===== src/rtl/tick_bcd_timer.sv =====
// Synchronises the divided slow clock, turns each rising edge into a one-cycle
// tick, and counts ticks in a DIGITS-digit BCD run/pause/done timer.
module tick_bcd_timer #(
  parameter int unsigned DIGITS      = 4,
  parameter int unsigned SYNC_STAGES = 2
) (
  input  logic                  basys_clk,
  input  logic                  rst_n,
  input  logic                  slow_clk,
  input  logic                  start,
  input  logic                  stop,
  input  logic                  clear,
  input  logic [4*DIGITS-1:0]   limit_bcd,
  output logic [4*DIGITS-1:0]   count_bcd,
  output logic                  running,
  output logic                  tick,
  output logic                  done,
  output logic                  wrapped
);

  localparam int unsigned CW = 4 * DIGITS;

  typedef enum logic [1:0] {IDLE, RUN, PAUSE, DONE} state_e;

  state_e                 state_q, state_d;
  logic [SYNC_STAGES-1:0] sync_q;
  logic                   prev_q;
  logic                   edge_c;
  logic [CW-1:0]          count_q, count_d;
  logic [CW-1:0]          inc_c;
  logic                   inc_carry_c;
  logic                   limit_ok_c;
  logic                   carry;
  logic                   tick_q;
  logic                   done_q, done_d;
  logic                   wrapped_q, wrapped_d;
  logic                   running_q;

  // Synchroniser chain plus previous-level flop for rising-edge detection
  always_ff @(posedge basys_clk or negedge rst_n) begin
    if (!rst_n) begin
      sync_q <= '0;
      prev_q <= 1'b0;
      tick_q <= 1'b0;
    end else begin
      sync_q <= {sync_q[SYNC_STAGES-2:0], slow_clk};
      prev_q <= sync_q[SYNC_STAGES-1];
      tick_q <= edge_c;
    end
  end

  assign edge_c = sync_q[SYNC_STAGES-1] & ~prev_q;

  // BCD increment with ripple carry; limit is usable only if nonzero and all nibbles are decimal
  always_comb begin
    inc_c      = count_q;
    carry      = 1'b1;
    limit_ok_c = |limit_bcd;
    for (int i = 0; i < DIGITS; i++) begin
      if (limit_bcd[4*i +: 4] > 4'd9) limit_ok_c = 1'b0;
      if (carry) begin
        if (count_q[4*i +: 4] == 4'd9) begin
          inc_c[4*i +: 4] = 4'd0;
        end else begin
          inc_c[4*i +: 4] = count_q[4*i +: 4] + 4'd1;
          carry           = 1'b0;
        end
      end
    end
    inc_carry_c = carry;
  end

  // Next-state logic, command priority clear > stop > start
  always_comb begin
    state_d   = state_q;
    count_d   = count_q;
    done_d    = 1'b0;
    wrapped_d = 1'b0;
    if (clear) begin
      state_d = IDLE;
      count_d = '0;
    end else if (stop) begin
      if (state_q == RUN) state_d = PAUSE;
    end else if (start && (state_q != RUN)) begin
      state_d = RUN;
      if (state_q == DONE) count_d = '0;
    end else if ((state_q == RUN) && edge_c) begin
      count_d = inc_c;
      if (limit_ok_c && (inc_c == limit_bcd)) begin
        state_d = DONE;
        done_d  = 1'b1;
      end else if (!limit_ok_c && inc_carry_c) begin
        wrapped_d = 1'b1;
      end
    end
  end

  always_ff @(posedge basys_clk or negedge rst_n) begin
    if (!rst_n) begin
      state_q   <= IDLE;
      count_q   <= '0;
      done_q    <= 1'b0;
      wrapped_q <= 1'b0;
      running_q <= 1'b0;
    end else begin
      state_q   <= state_d;
      count_q   <= count_d;
      done_q    <= done_d;
      wrapped_q <= wrapped_d;
      running_q <= (state_d == RUN);
    end
  end

  assign count_bcd = count_q;
  assign running   = running_q;
  assign tick      = tick_q;
  assign done      = done_q;
  assign wrapped   = wrapped_q;

endmodule


===== config.mk =====
export PLATFORM = sky130hd
export DESIGN_NAME = tick_bcd_timer
export DESIGN_NICKNAME = d
export VERILOG_FILES = /design/src/rtl/tick_bcd_timer.sv
export SDC_FILE = /design/constraint.sdc
export NUM_CORES = 1
export LEC_CHECK = 0
export BUFFER_PORTS_ARGS = -buffer_cell sky130_fd_sc_hd__buf_2
export CORE_ASPECT_RATIO = 1.25
export CORE_MARGIN = 5
export CORE_UTILIZATION = 45
export CTS_CLUSTER_SIZE = 25
export DETAILED_ROUTE_END_ITERATION = 16
export PLACE_DENSITY = 0.72
export RECOVER_POWER = 50
export SLEW_MARGIN = 0
export SYNTH_ARGS = -nofsm -noshare
export SYNTH_HDL_FRONTEND = slang
export SYNTH_SLANG_ARGS = --single-unit

===== constraint.sdc =====
create_clock -name basys_clk -period 2.8 [get_ports basys_clk]
set_clock_uncertainty 0.05 [all_clocks]
set_input_delay 0.56 -clock basys_clk [delete_from_list [all_inputs] [get_ports basys_clk]]
set_output_delay 0.56 -clock basys_clk [all_outputs]
set_load 0.005 [all_outputs]

# Yosys cells after proc, flatten, opt, wreduce, memory -nomap -nowiden
# Index checks and enable logic that the tools add are counted.
# totals
register_bits	25
elab_cells	77
# classes
mux	40
reduce_logical	8
n_lt_le_gt_ge	4
addsub	4
eq_ne	11
bitwise_logic	2
# op_table
operator	count
16-bit two-way mux	5
4-bit two-way mux	7
1-bit two-way mux	22
4-bit by 1-bit adder with 4-bit output, second input constant	4
16-bit equality test	1
4-bit equality test, second input constant	4
4-bit > comparator, second input constant	4
16-bit OR reduction	1
2-bit two-way mux	6
2-bit by 1-bit equality test with 1-bit output, second input constant	2
1-bit logical AND	4
2-bit by 1-bit != test with 1-bit output, second input constant	2
3-bit by 2-bit != test with 1-bit output, second input constant	1
3-bit AND reduction	1
3-bit nonzero test	1
2-bit equality test, second input constant	1
1-bit AND	1
1-bit logical NOT	1
1-bit NOT	1

# Depth between registers and ports, before layout
# Gate-level depths: netlist of the first run.
# depth
word_depth	13
depth_mapped	10
ltp_nobuf	9

# Worst setup path before layout of the first run
# No wires, ideal clock.
# synth_path
kind	register to register
startpoint	reg count_q[4] (netlist: count_bcd[4])
endpoint	reg done_q (netlist: done)
path_slack_ps	451
setup_ps	111
stages_incl_launch_ff	10
required_ps	2639
arrival_ps	2188
cell_sequence	dfrtp_1 > ha_1 > and3b_2 > buf_2 > o21ai_1 > o21ai_1 > xnor2_1 > nor4_1 > nand4_2 > a2111oi_2
# synth_between
elab_chain_cells	12
elab_cells_between_ends	16
# synth_rtl
item	line	rtl
start: declaration	29	logic [CW-1:0] count_q, count_d;
start signal: assignment	107	count_q <= count_d;
4-bit equality test	62	if (count_q[4*i +: 4] == 4'd9) begin
1-bit two-way mux	62	
1-bit two-way mux (2 in series)	61	if (carry) begin
4-bit two-way mux	61	
16-bit equality test *	89	if (limit_ok_c && (inc_c == limit_bcd)) begin
1-bit logical AND *	89	
1-bit two-way mux *	89	
1-bit two-way mux *	87	end else if ((state_q == RUN) && edge_c) begin
1-bit two-way mux *	84	end else if (start && (state_q != RUN)) begin
1-bit two-way mux *	82	end else if (stop) begin
1-bit two-way mux *	79	if (clear) begin
via done_d	35	logic done_q, done_d;
end signal: assignment	108	done_q <= done_d;
end: declaration	35	
# The timed path passes the listed nets; every way through them passes the cells marked *.
# A chain may end at the register's enable or synchronous reset.

# Final worst setup path of the first run
# Ends and elaborated chain as after synthesis.

==> impl.org, run 1 <==
** Synth
- Count of state elements after synthesis :: 25
- Gate count after technology mapping :: 202
- The number of different library cells used by synthesis comes to 50.
- For this run, the leading register cell type out of synthesis is dfrtp_1.
- Mean instance size in the synthesized netlist :: 9.155 um^2
- The number of nets in the synthesized netlist is 230.
- Total of warnings raised by yosys :: 0
- The cell area that synthesis handed to floorplanning was 1849 um^2.
- For this run, the register share of the synthesized area comes to 0.3383.
- Async S/R FF share, synth :: 1.000
- Count of flip-flops with a built-in enable after synthesis :: 0

** Setup path
- Buffers plus inverters on the worst setup path :: 1
- Slowest-stage cell, CP :: dfrtp_1
- The critical path goes through ha_1 -> and3b_2 -> buf_4 -> and2_4 -> o21ai_1 -> xnor2_1 -> nor4_1 -> nand4_2 -> a2111oi_2.
- STA classifies the critical path endpoint as a flop.
- Startpoint class of the critical path :: flop
- Broken down by cell family, the worst path's largest delay share belongs to simple AND/OR/NAND/NOR gates.
- Worst setup path class :: reg -> reg
- Number of cells on the worst reg-to-reg path :: 9
- Data on the critical path arrives at its endpoint at 2.82 ns.
- Worst path max stage delay :: 0.47 ns
- Reg-to-reg setup timing slack :: 0.11 ns
- Reg2reg start :: count_bcd[4]
- STA puts the critical path data required time at 2.93 ns.
- Capture point of the worst reg-to-reg path :: done
- Critical Path Fanout Max :: 8

** STA
- Setup total negative slack :: 0 ns
- The worst path in the final design needs a cycle of 2.686 ns, including I/O delays and setup.
- Top achievable clock speed :: 0.3723 GHz
- Tightest slew margin relative to the limit :: 0.1298
- Transition at the pin with the smallest max-transition slack :: 1.305 ns
- The final-report max-slew violation count came to 0.
- Setup violations remaining at the end of the flow were counted as 0.
- RSZ-0062 raised after global routing :: false
- In the finished design, the share of the clock period the worst path needs comes to 0.9594.
- The final number of hold-violating endpoints is 0.

** Clock network
- Clock latency on the worst-skew pair, taken at its later pin, is 0.28 ns.
- Clock tree synthesis inserted a total of 3 buffers.
- CTS tree :: built
- CTS hold repair buffers :: 0
- The longest clock path from root to sink contains 2 buffers.
- Clock input transition at the sequential cells of the worst setup and hold paths :: 0.09 ns
- In this run the number of H-tree levels came out at 1.
- Clock sinks :: 25
- The root buffer cell chosen for the clock tree is clkbuf_8.

** Global route
- The first global-routing pass estimated 7741 um of wire.
- For this run, global-route usage on met1 was measured as 0.2334.
- Fraction of met2 tracks used by global routing :: 0.3215
- Entering global routing, the biggest net connects 26 pins.
- Global routing finished with a remaining overflow of 0.
- The number of global-route vias before repair came to 1,670.
- In the global route stage, met3 resource usage came out at 0.02326.
- The number of antenna violations at the first check in global routing came to 0.
- All-layer global routing usage :: 0.1857
- Most used routing layer in global routing :: met2

** Min path
- The worst hold path begins at sync_q[0].
- The worst hold path terminates at sync_q[1].
- Worst min-delay path class :: reg -> reg
- Number of cells on the worst hold path :: 0

** Floorplanning
- Initial Util :: 0.4584
- Die height :: 81.67 um
- Pin placement for this block handled 42 I/O pins.
- The die covers 5499 um^2.
- The core region is 4034 um^2.
- The floorplan has 26 rows.
- The floorplan step set the die width to 67.34 um.

** Power and ir drop
- Of the total power, the share spent switching nets is 0.2594.
- The internal power of the cells totals 0.4989 mW.
- Share of total power in combinational logic :: 0.119
- Max rail drop VDD :: 0.1662 mV
- Sequential cell fraction of total power :: 0.548
- Switching power :: 0.1747 mW
- The analysis attributes to cell leakage a power of 1.001 nW.
- Power Density :: 308.7 nW/um^2
- Portion of total power attributed to the clock network :: 0.333

** Place
- Estimated wirelength of the detail-placed design :: 3560 um
- Placed Cells incl. Taps :: 296
- The count of buffers added on input and output ports is 41.
- The congestion estimate from routability-driven global placement came to 0.9024.

** Final layout
- In the layout the commonest cells are buf_2, dfrtp_1, o21ai_0.
- Once layout is complete, the utilization of the core stands at 0.5409.
- 0 antenna diodes ended up in the layout.
- Non-Filler Instances :: 303
- Fill cells in the final layout number 409.
- Layout overhead on the synthesized area :: 18.00%
- Number of nets in the layout :: 276
- Commonest non-fill, non-tap cell in the layout :: buf_2
- Share of post-route cells with drive strength above 1 :: 0.2672

** Routing
- After detailed routing, the average wire length per cell comes to 15.56 um.
- Wires add up to 4715 um.
- For this run, design rule violations remaining after detail routing come to 0.
- Via count :: 1,717
- Detailed-route vias per instance :: 5.667
- The detailed router finished its first iteration with 93 violations.
- Antenna Nets Post-Route :: 0
- Drt pass-1 iters :: 4

** Flow run
- Maximum Capacitance Violations :: 0

** Outcome
- Outcome :: finished clean
-- cell families after synthesis --
logic type	after synthesis	share of synthesized area
DFF	25	0.3383
xor gates and xnor gates	19	0.08999
and+or+nand+nor	71	0.2152
AOI/OAI and AO/OA	62	0.2470
adders and majority gates	6	0.04059
buffers and inverters	15	0.04735
muxes	4	0.02165
-- worst reg2reg max path, stage by stage, from the launching register on --
cell and delay [ns]:
dfrtp_1 0.47, ha_1 0.26, and3b_2 0.25, buf_4 0.16
and2_4 0.18, o21ai_1 0.18, xnor2_1 0.09, nor4_1 0.38
nand4_2 0.21, a2111oi_2 0.36
-- per-layer routing --
layer,part of all wire,vias up,routed length (um)
li1,-,845,-
met1,0.45,804,2099
met2,0.48,57,2248
met3,0.056,11,262
met4,0.022,0,105
met5,0,-,0
-- per-stage QoR --
stage               hold WS [ns]  area, um^2  total power [mW]  setup WS, ns
detailed placement        0.2887        2108            0.4564       0.09757
CTS                       0.2321        2180            0.6786        0.1031
global route              0.3269        2182            0.7005      0.009725
global placement          0.2888        2108            0.4562        0.2671
finish                    0.3071        2182            0.6736        0.1138
floorplan                 0.2144        1849            0.4141        0.4505
-- cell usage after synthesis (6+ instances only) --
master / n / area [um^2]
dfrtp_1: 25 / 625.6
nor2b_1: 6 / 37.54
nor2_1: 13 / 48.80
xnor2_1: 14 / 122.6
o41ai_1: 6 / 52.55
ha_1: 6 / 75.07
a21oi_1: 10 / 50.05
o21ai_0: 18 / 90.09
nand2_1: 15 / 56.30
nand3_1: 6 / 30.03
-- layout make-up --
class | count | area, um^2 | area share
multi-input combinational | 162 | 1141 | 0.5229
clock buffer | 3 | 41.29 | 0.01892
tap | 56 | 70.07 | 0.03211
inverter | 5 | 18.77 | 0.008601
sequential | 25 | 625.6 | 0.2867
clock inverter | 1 | 7.507 | 0.003440
timing repair buffer | 51 | 277.8 | 0.1273
-- repair_timing --
action / CTS / global route
gates resized for setup: 0 / 1
endpoints found under the setup margin: 1 / 2
setup buffers: 3 / 0
-- state kept, by name (all words and copies together), names as in the netlist --
name,count
count_bcd,16
done,1
prev_q,1
running,1
state_q,2
sync_q,2
tick,1
wrapped,1
-- how the worst max path moves through the flow --
stage / cells after the start / from / slack [ns] / end
floorplan: 9 / count_bcd[4] / 0.45 / done
global placement: 9 / count_bcd[9] / 0.27 / done
detailed placement: 8 / count_bcd[4] / 0.1 / done
CTS: 8 / count_bcd[1] / 0.10 / done
global route: 8 / count_bcd[1] / 0.01 / done
finish: 9 / count_bcd[4] / 0.11 / done
-- power by group through the flow --
stage                     clock (mW)  sequential (mW)  combinational [mW]
final                          0.224            0.369              0.0801
after global placement             0            0.376              0.0800
after CTS                      0.229            0.369              0.0809
after detailed placement           0            0.376              0.0801
after floorplan                    0            0.376              0.0380
after global routing           0.240            0.370              0.0902
No activity file was read; power rests on OpenSTA's default activity.
==> inputs of run 2 (changes only) <==
--- a/config.mk
+++ b/config.mk
@@ -13,6 +13,7 @@
 export DETAILED_ROUTE_END_ITERATION = 16
 export PLACE_DENSITY = 0.72
 export RECOVER_POWER = 50
+export REMOVE_ABC_BUFFERS = 1
 export SLEW_MARGIN = 0
 export SYNTH_ARGS = -nofsm -noshare
 export SYNTH_HDL_FRONTEND = slang
==> impl.org, run 2 (synthesis gave the netlist of run 1 again) <==
** Routing
- DR iter-0 viols :: 101 (+8.6%)
- Post-detailed-route DRC marker count :: 0 (unchanged)
- The number of vias in the routed layout is 1,784 (+3.9%).
- Drt pass-1 iters :: 4 (unchanged)
- Detailed-route vias per instance :: 5.811 (+2.5%)
- The mean routed wirelength per cell was 15.78 um (+1.4%).
- The post-detailed-routing wire length was 4845 um (+2.8%).
- Antenna Nets Post-Route :: 0 (unchanged)

** Min path
- Worst min-delay path class :: reg -> reg

** Place
- The total placed cells including tap cells was 299 (+1.0%).
- Buffers on Ports :: 41 (unchanged)
- Estimated wirelength of the detail-placed design :: 3804 um (+6.8%)
- The worst slack at placement came to 0.1189 ns (+0.02133 ns).
- Area after DPL :: 2131 um^2 (+1.1%)
- Weighted congestion reported at the end of routability-driven placement :: 0.9158 (+1.5%)

** Final layout
- The antenna cell count came to 0 (unchanged).
- The cell area after layout came to 2212 um^2 (+1.4%).
- The area growth from synthesis to layout is 19.62%.
- The fill cell total of the finished layout came to 411 (+0.49%).
- Utilization after layout :: 0.5484 (+0.007444)
- Non-Filler Instances :: 307 (+1.3%)
- The net total in the final layout is 280 (+1.4%).
- The proportion of layout cells with a drive suffix above 1 is 0.2789 (+0.01168).
- Top library cells by usage in the layout, fill and taps aside :: buf_2, dfrtp_1, o21ai_0
- Commonest non-fill, non-tap cell in the layout :: buf_2
- Number of flip-flops under the largest register name :: 16 (unchanged)

** STA
- The transition time at the pin with the least slew margin is 1.295 ns (-0.01053 ns).
- Top achievable clock speed :: 0.3811 GHz (+2.4%)
- The setup violation total in the final timing report came to 0 (unchanged).
- Worst-case hold slack :: 0.3062 ns (-0.0009040 ns)
- The post-route clock period utilization was 0.9373 (-0.02210).
- Pins Over Slew Limit :: 0 (unchanged)
- The final setup TNS is 0 ns (unchanged).
- The final critical-path required period was 2.624 ns (-0.06189 ns).
- The final worst setup slack came to 0.1757 ns (+0.06189 ns).
- Setup repair after global routing left no endpoint under its margin.
- The final number of hold-violating endpoints is 0 (unchanged).
- Tightest slew margin relative to the limit :: 0.1368 (+0.007021)

** Clock network
- The maximum buffer depth of the clock tree came to 2 (unchanged).
- The cell sitting at the root of the clock tree is a clkbuf_8.
- The post-CTS clock slew at the launch and capture registers of the worst setup and hold paths is 0.09 ns (about the same).
- The TritonCTS buffer count is 3 (unchanged).
- The number of H-tree levels was 1 (unchanged).
- CTS tree :: built
- CTS hold repair buffers :: 0 (unchanged)
- The clock net sink count came to 25 (unchanged).
- Worst skew pair latency :: 0.27 ns (about the same)

** Floorplanning
- Die height :: 81.67 um (unchanged)
- Core region area :: 4034 um^2 (unchanged)
- The die width was 67.34 um (unchanged).
- Number of top-level design ports :: 42 (unchanged)
- The die outline area is 5499 um^2 (unchanged).
- Initial Util :: 0.4584 (unchanged)
- Placement Rows :: 26 (unchanged)

** Setup path
- The depth of the most critical reg-to-reg path was 7 (-2).
- The arrival time reported for the critical path endpoint is 2.73 ns (-0.09 ns).
- The worst setup path is captured at a flop.
- The startpoint identified for the worst register-to-register timing path is count_bcd[2].
- The worst register-to-register path ends at done.
- CP required :: 2.91 ns (-0.02 ns)
- Capture point of the critical path :: done
- The setup path with the least slack is of type reg -> reg.
- Reg-to-reg setup timing slack :: 0.18 ns (+0.06 ns)
- In this run the worst setup path begins at count_bcd[2].
- STA classifies the critical path startpoint as a flop.
- Critical Path Fanout Max :: 12 (+4)

** Power and ir drop
- Max rail drop VDD :: 0.1330 mV (-20%)
- Power Density :: 299.2 nW/um^2 (-3.1%)
- The static leakage is 1.020 nW (+1.9%).
- The post-route total power came to 0.6618 mW (-1.8%).

** Global route
- Overflow left after global routing :: 0 (unchanged)
- The overall track demand over capacity in global routing came to 0.1857 (unchanged).
- First-pass GRT wire length :: 7783 um (+0.54%)
- The number of global-route vias before repair came to 1,659 (-0.66%).
- Pin count of the biggest net entering global routing :: 26 (unchanged)
- Number of antenna violations at the first check in global routing :: 0 (unchanged)

** Flow run
- Maximum Capacitance Violations :: 0 (unchanged)

** Outcome
- The flow ran to the end, and the final reports show no timing, DRC or antenna violations.
[run 2: power breakdown]
part | internal [mW] | switching (mW) | leakage (nW)
Sequential | 0.366 | 0.00317 | 0.338
Combinational | 0.0318 | 0.0486 | 0.657
Clock | 0.0994 | 0.113 | 0.0255
[run 2: cell type report]
cell class / count / area [um^2] / area share
tap: 56 / 70.07 / 0.03167
multi-input combinational: 163 / 1151 / 0.5204
timing repair buffer: 54 / 299.0 / 0.1352
clock buffer: 3 / 41.29 / 0.01867
inverter: 5 / 18.77 / 0.008484
sequential: 25 / 626.9 / 0.2834
clock inverter: 1 / 5.005 / 0.002262
[run 2: worst max-delay path, stage by stage, from the launching register on]
cell and delay (ns):
dfrtp_1 0.38, and4bb_1 0.59, nand3_2 0.24, a221oi_2 0.34, xnor2_1 0.14, a2111oi_4 0.23, nand4_2 0.18, a2111oi_2 0.36
[run 2: routing by layer]
metal / track usage / routed length [um] / vias up
met1: 0.2291 / 2040 / 836
met4: 0.06897 / 150 / 0
met3: 0.03967 / 351 / 22
met5: 0 / 0 / -
met2: 0.3147 / 2304 / 80
li1: - / - / 846
[run 2: what timing repair did]
action | in CTS | in global routing
buffers inserted | 0 | 3
resized for setup | 0 | 3
endpoints found under the setup margin | 0 | 2
endpoints found under the hold margin | 0 | 0
[run 2: how the worst min path moves through the flow]
stage / startpoint / to / slack [ns] / depth (start not counted)
2_1_floorplan: rst_n / count_bcd[0] / 0.21 / 0
3_3_place_gp: sync_q[0] / sync_q[1] / 0.29 / 0
3_5_place_dp: sync_q[0] / sync_q[1] / 0.29 / 0
4_1_cts: rst_n / sync_q[1] / 0.23 / 1
5_1_grt: sync_q[0] / sync_q[1] / 0.31 / 0
6_report: sync_q[0] / sync_q[1] / 0.31 / 0
